$ cat src/rtl/csr_bus_arbiter_pkg.sv
// Shared definitions for the two-port CSR bus arbiter: FSM state encodings and port ids.
package csr_bus_arbiter_pkg;

    typedef enum logic [1:0] {
        ST_IDLE  = 2'd0,
        ST_ISSUE = 2'd1,
        ST_WAIT  = 2'd2,
        ST_ACK   = 2'd3
    } arb_state_t;

    localparam logic PORT_M0 = 1'b0;
    localparam logic PORT_M1 = 1'b1;

endpackage

$ cat src/rtl/csr_bus_arbiter_rr_arb2.sv
// Combinational 2-way round-robin picker; the last_grant register lives in the caller.
module csr_bus_arbiter_rr_arb2
    import csr_bus_arbiter_pkg::*;
(
    input  logic [1:0] req,
    input  logic       last_grant,
    output logic       grant_valid,
    output logic       grant_id
);

    always_comb begin
        grant_valid = |req;
        grant_id    = PORT_M0;
        if (req == 2'b11) begin
            // On a tie the port that did not win last time goes first.
            grant_id = ~last_grant;
        end else if (req[1]) begin
            grant_id = PORT_M1;
        end
    end

endmodule

$ cat src/rtl/csr_bus_arbiter.sv
// Round-robin arbiter sharing one bram-style CSR port between two requesters.
// One transaction in flight; valid/ready: req is held until its one-cycle ack, and must be low the cycle after.
module csr_bus_arbiter
    import csr_bus_arbiter_pkg::*;
#(
    parameter int ADD_WIDTH = 8
) (
    input  logic                 aclk,
    input  logic                 aresetn,
    input  logic                 m0_req,
    input  logic                 m0_wr,
    input  logic [ADD_WIDTH-1:0] m0_addr,
    input  logic [31:0]          m0_wdata,
    output logic                 m0_ack,
    output logic [31:0]          m0_rdata,
    input  logic                 m1_req,
    input  logic                 m1_wr,
    input  logic [ADD_WIDTH-1:0] m1_addr,
    input  logic [31:0]          m1_wdata,
    output logic                 m1_ack,
    output logic [31:0]          m1_rdata,
    output logic [ADD_WIDTH-1:0] bram_addr,
    output logic                 bram_wr,
    output logic [31:0]          bram_wr_data,
    output logic                 bram_rd,
    input  logic [31:0]          bram_rd_data,
    output logic [1:0]           dbg_state
);

    arb_state_t state_q, state_d;

    logic                 last_grant;
    logic                 grant_valid;
    logic                 grant_id;
    logic                 id_q;
    logic                 wr_q;
    logic                 sel_wr;
    logic [ADD_WIDTH-1:0] sel_addr;
    logic [31:0]          sel_wdata;
    logic                 take;

    csr_bus_arbiter_rr_arb2 u_rr_arb2 (
        .req         ({m1_req, m0_req}),
        .last_grant  (last_grant),
        .grant_valid (grant_valid),
        .grant_id    (grant_id)
    );

    assign sel_wr    = grant_id ? m1_wr    : m0_wr;
    assign sel_addr  = grant_id ? m1_addr  : m0_addr;
    assign sel_wdata = grant_id ? m1_wdata : m0_wdata;
    assign take      = (state_q == ST_IDLE) && grant_valid;
    assign dbg_state = state_q;

    always_comb begin
        state_d = state_q;
        case (state_q)
            ST_IDLE:  if (grant_valid) state_d = ST_ISSUE;
            ST_ISSUE: state_d = wr_q ? ST_ACK : ST_WAIT;
            ST_WAIT:  state_d = ST_ACK;
            ST_ACK:   state_d = ST_IDLE;
            default:  state_d = ST_IDLE;
        endcase
    end

    // Strobes and acks are flops set on entry to their state, so no input reaches an output combinationally.
    always_ff @(posedge aclk or negedge aresetn) begin
        if (!aresetn) begin
            state_q      <= ST_IDLE;
            last_grant   <= PORT_M1;
            id_q         <= PORT_M0;
            wr_q         <= 1'b0;
            bram_addr    <= '0;
            bram_wr_data <= '0;
            bram_wr      <= 1'b0;
            bram_rd      <= 1'b0;
            m0_ack       <= 1'b0;
            m1_ack       <= 1'b0;
            m0_rdata     <= '0;
            m1_rdata     <= '0;
        end else begin
            state_q <= state_d;
            bram_wr <= take && sel_wr;
            bram_rd <= take && !sel_wr;
            m0_ack  <= (state_d == ST_ACK) && (id_q == PORT_M0);
            m1_ack  <= (state_d == ST_ACK) && (id_q == PORT_M1);
            if (take) begin
                id_q         <= grant_id;
                wr_q         <= sel_wr;
                bram_addr    <= sel_addr;
                bram_wr_data <= sel_wdata;
                last_grant   <= grant_id;
            end
            if (state_q == ST_WAIT) begin
                if (id_q == PORT_M1) m1_rdata <= bram_rd_data;
                else                 m0_rdata <= bram_rd_data;
            end
        end
    end

`ifndef SYNTHESIS
    a_strobe_onehot: assert property (@(posedge aclk) disable iff (!aresetn) !(bram_wr && bram_rd));
    a_ack_onehot:    assert property (@(posedge aclk) disable iff (!aresetn) !(m0_ack && m1_ack));
`endif

endmodule
$ cat config.mk
export PLATFORM = sky130hd
export DESIGN_NAME = csr_bus_arbiter
export DESIGN_NICKNAME = d
export VERILOG_FILES = /design/src/rtl/csr_bus_arbiter_pkg.sv /design/src/rtl/csr_bus_arbiter_rr_arb2.sv /design/src/rtl/csr_bus_arbiter.sv
export SDC_FILE = /design/constraint.sdc
export NUM_CORES = 1
export LEC_CHECK = 0
export BUFFER_PORTS_ARGS = -buffer_cell sky130_fd_sc_hd__buf_2
export CAP_MARGIN = 25
export CORE_ASPECT_RATIO = 1.1
export CORE_MARGIN = 2
export CORE_UTILIZATION = 49
export DETAILED_ROUTE_END_ITERATION = 7
export HOLD_SLACK_MARGIN = 0.12
export PLACE_DENSITY_LB_ADDON = 0.05
export SLEW_MARGIN = 20
export SYNTH_ARGS = -nofsm -noshare
export SYNTH_HDL_FRONTEND = slang
export SYNTH_SLANG_ARGS = --single-unit
$ cat constraint.sdc
create_clock -name aclk -period 4.85 [get_ports aclk]
set_clock_uncertainty 0.15 [all_clocks]
set_input_delay 0.2425 -clock aclk [delete_from_list [all_inputs] [get_ports aclk]]
set_output_delay 0.2425 -clock aclk [all_outputs]
set_load 0.05 [all_outputs]
==> metrics.csv <==
metric;value;unit
io_pins;228;
combPwrFrac;56.6;%
path_class;reg -> reg;
synth_nets;510;
endpoint_kind;flip-flop;
powerDensity;855;nW/µm²
cts-root-buf;clkbuf_8;
detail-route-antenna-nets;0;
cts_buffers;17;
hp-class;in -> async;
synth_commonest_cells;dfrtp_1, a21oi_1, mux2_2, nor2_1, nand2_1;
cap_violations;0;
pre_cts_ws;2500;ps
hold_viol;0;
clkPwrFrac;17.3;%
dr.pass1.iters;5;
crit_fanout;23;
grt_pass1_wl;21.5;mm
vdd_drop_max;0.468;mV
synth_cells;388;
max_slew_margin;41.5;%
drt-met1-wl;5.19;mm
dp.final_hpwl;8.19;mm
io_buffers;227;
postSynthAreaPerCell;11.9;µm²
cts_sinks;113;
p_leak;3.67;nW
netlist_top_cells_area;dfrtp_1, mux2_2, a21oi_1, nor2_1, nand2_1;
htree_levels;4;
ys.flop_type;dfrtp_1;
ctsResizeCount;0;
cts_tree;built;
routed_via_density;5.07;
synth_edf_count;0;
overflow;0;
core_region_area;9260;µm²
wl_met2;7.19;mm
finalSetupViolations;0;
rsz0062_at_grt;no;
drt-total-wl;13.8;mm
routedWlPerCell;16.0;µm
crit_required;5150;ps
gp_congestion;0.818;
rows;37;
place_inst;713;
syn_to_final_growth;64.0;%
ys_ff_latch;113;
switching_share;48.5;%
via_count;4368;
power.switching;3.13;mW
clk_latency;500;ps
die-height;106;µm
max_slew.worst_pin.slew;877;ps
fin_cells;862;
fin_util;81.5;%
period_share;60.7;%
grt_usage;27.5;%
grt_pass1_vias;4556;
drc;0;
post-synth-top-count-cell;dfrtp_1;
seqPwrFrac;26.0;%
diodes;0;
dr.max_layer_used;met4;
status;complete, no violations;
synth_cell_types;25;
drv_slew;0;
dieArea;10200;µm²
fin_nets;855;
drive_gt1_share;42.8;%
path_cells;inv_1 -> ha_1 -> o21a_1 -> buf_4 -> nor2_1 -> a21oi_1 -> dlygate4sd3_1;
yosysSeqAreaShare;61.5;%
async_reset_ff_share;100;%
grt_max_degree;68;
start_util;49.7;%
yosysTopAreaCell;dfrtp_1;
cp.arrival;3240;ps
fin_setup_tns;0;ps
synth_warnings;0;
cp_slowest_stage_delay;700;ps
setup_ws;1910;ps
antenna_found_initial;0;
p_int;3.32;mW
p_total;6.45;mW
timing.fmax;0.340;GHz
netlist.area_leader.share;60.9;%
netlist_area;4600;µm²
drt_iter0_drc;152;
cts_buffer_depth;2;
period_needed;2940;ps
die_w;96.4;µm
worstSetupStartpointType;flip-flop;
slowest_stage;o21a_1;
path_clk_slew;50;ps
dr_wl_met3;1.03;mm
==> repair_timing <==
item	in CTS	in global routing
buffers inserted	0	0
hold buffers	118	0
hold endpoints to repair	174	0
==> kinds of logic (layout without fill, tap and decap cells) <==
| family | Yosys count | count (layout) | synth area share (%) |
|---|---|---|---|
| compound gates | 90 | 90 | 10.3 |
| fa+ha+maj | 4 | 4 | 1.09 |
| buf+inv | 28 | 385 | 3.51 |
| flops | 113 | 113 | 61.5 |
| mux | 65 | 65 | 16.1 |
| simple gates | 88 | 88 | 7.48 |
==> power by group through the flow <==
stage	logic, mW	registers (mW)	clock network (mW)
after global routing	3.85	1.73	1.18
final	3.66	1.68	1.12
after global placement	3.17	1.66	0
after detailed placement	3.24	1.68	0
after CTS	3.61	1.67	1.13
after floorplan	0.843	3.30	0
==> sequential cells by signal, summed over array words and instances (netlist names) <==
register      flops
bram_addr         8
bram_rd           1
bram_wr           1
bram_wr_data     32
dbg_state         2
id_q              1
last_grant        1
m0_ack            1
m0_rdata         32
m1_ack            1
m1_rdata         32
wr_q              1
==> per-stage QoR <==
step           hold slack, ps  area, µm²
6_report                  255       7550
5_1_grt                   317       7550
4_1_cts                   268       7550
3_5_place_dp              263       5830
3_3_place_gp              257       5790
2_1_floorplan            -203       4600
==> placed cells by master (no fill, tap or decap), types with 2 or more instances in the layout <==
cell,n
clkinv_2,5
clkbuf_1,4
a21oi_1,83
buf_2,226
nand2_1,41
clkbuf_16,16
nor2_1,42
ha_1,4
dlygate4sd3_1,118
mux2_1,10
buf_4,6
inv_1,2
clkbuf_8,5
dfrtp_1,112
mux2_2,54
==> area by class of cell <==
cell class,count,area [µm²]
clock buffers,25,484
clock inverters,6,55.1
fillers,562,1710
inverters,2,7.51
multi-input cells,247,1630
flip-flops and latches,113,2830
well taps,117,146
repair buffers,352,2400
==> final timing paths <==
kind / cells past startpoint / slack [ps] / from / to
worst max-delay path: 7 / 1910 / dbg_state[0]$_DFF_PN0_ / bram_wr_data[23]$_DFFE_PN0P_
worst min-delay path: 2 / 250 / aresetn / m1_rdata[18]$_DFFE_PN0P_
max in group asynchronous: 3 / 3160 / aresetn / m1_rdata[21]$_DFFE_PN0P_
min in group aclk: 1 / 340 / m0_rdata[13]$_DFFE_PN0P_ / m0_rdata[13]$_DFFE_PN0P_
worst min register to register: 1 / 340 / m0_rdata[13]$_DFFE_PN0P_ / m0_rdata[13]$_DFFE_PN0P_
worst max register to register: 7 / 1910 / dbg_state[0]$_DFF_PN0_ / bram_wr_data[23]$_DFFE_PN0P_
==> critical path: cells and delay by family, from the launching register on <==
| family | cells | cell delay, ps |
|---|---|---|
| adders and majority gates | 1 | 280 |
| buffers and inverters | 3 | 1100 |
| DFF | 1 | 410 |
| AOI/OAI and AO/OA | 2 | 850 |
| and+or+nand+nor | 1 | 90 |
==> routing by layer <==
layer	GRT usage, %	vias to the layer above
met4	10.7	0
met2	47.3	206
met1	31.6	2120
met3	8.51	34
li1	-	2008
met5	0	-
(Power assumes the default switching activity.)
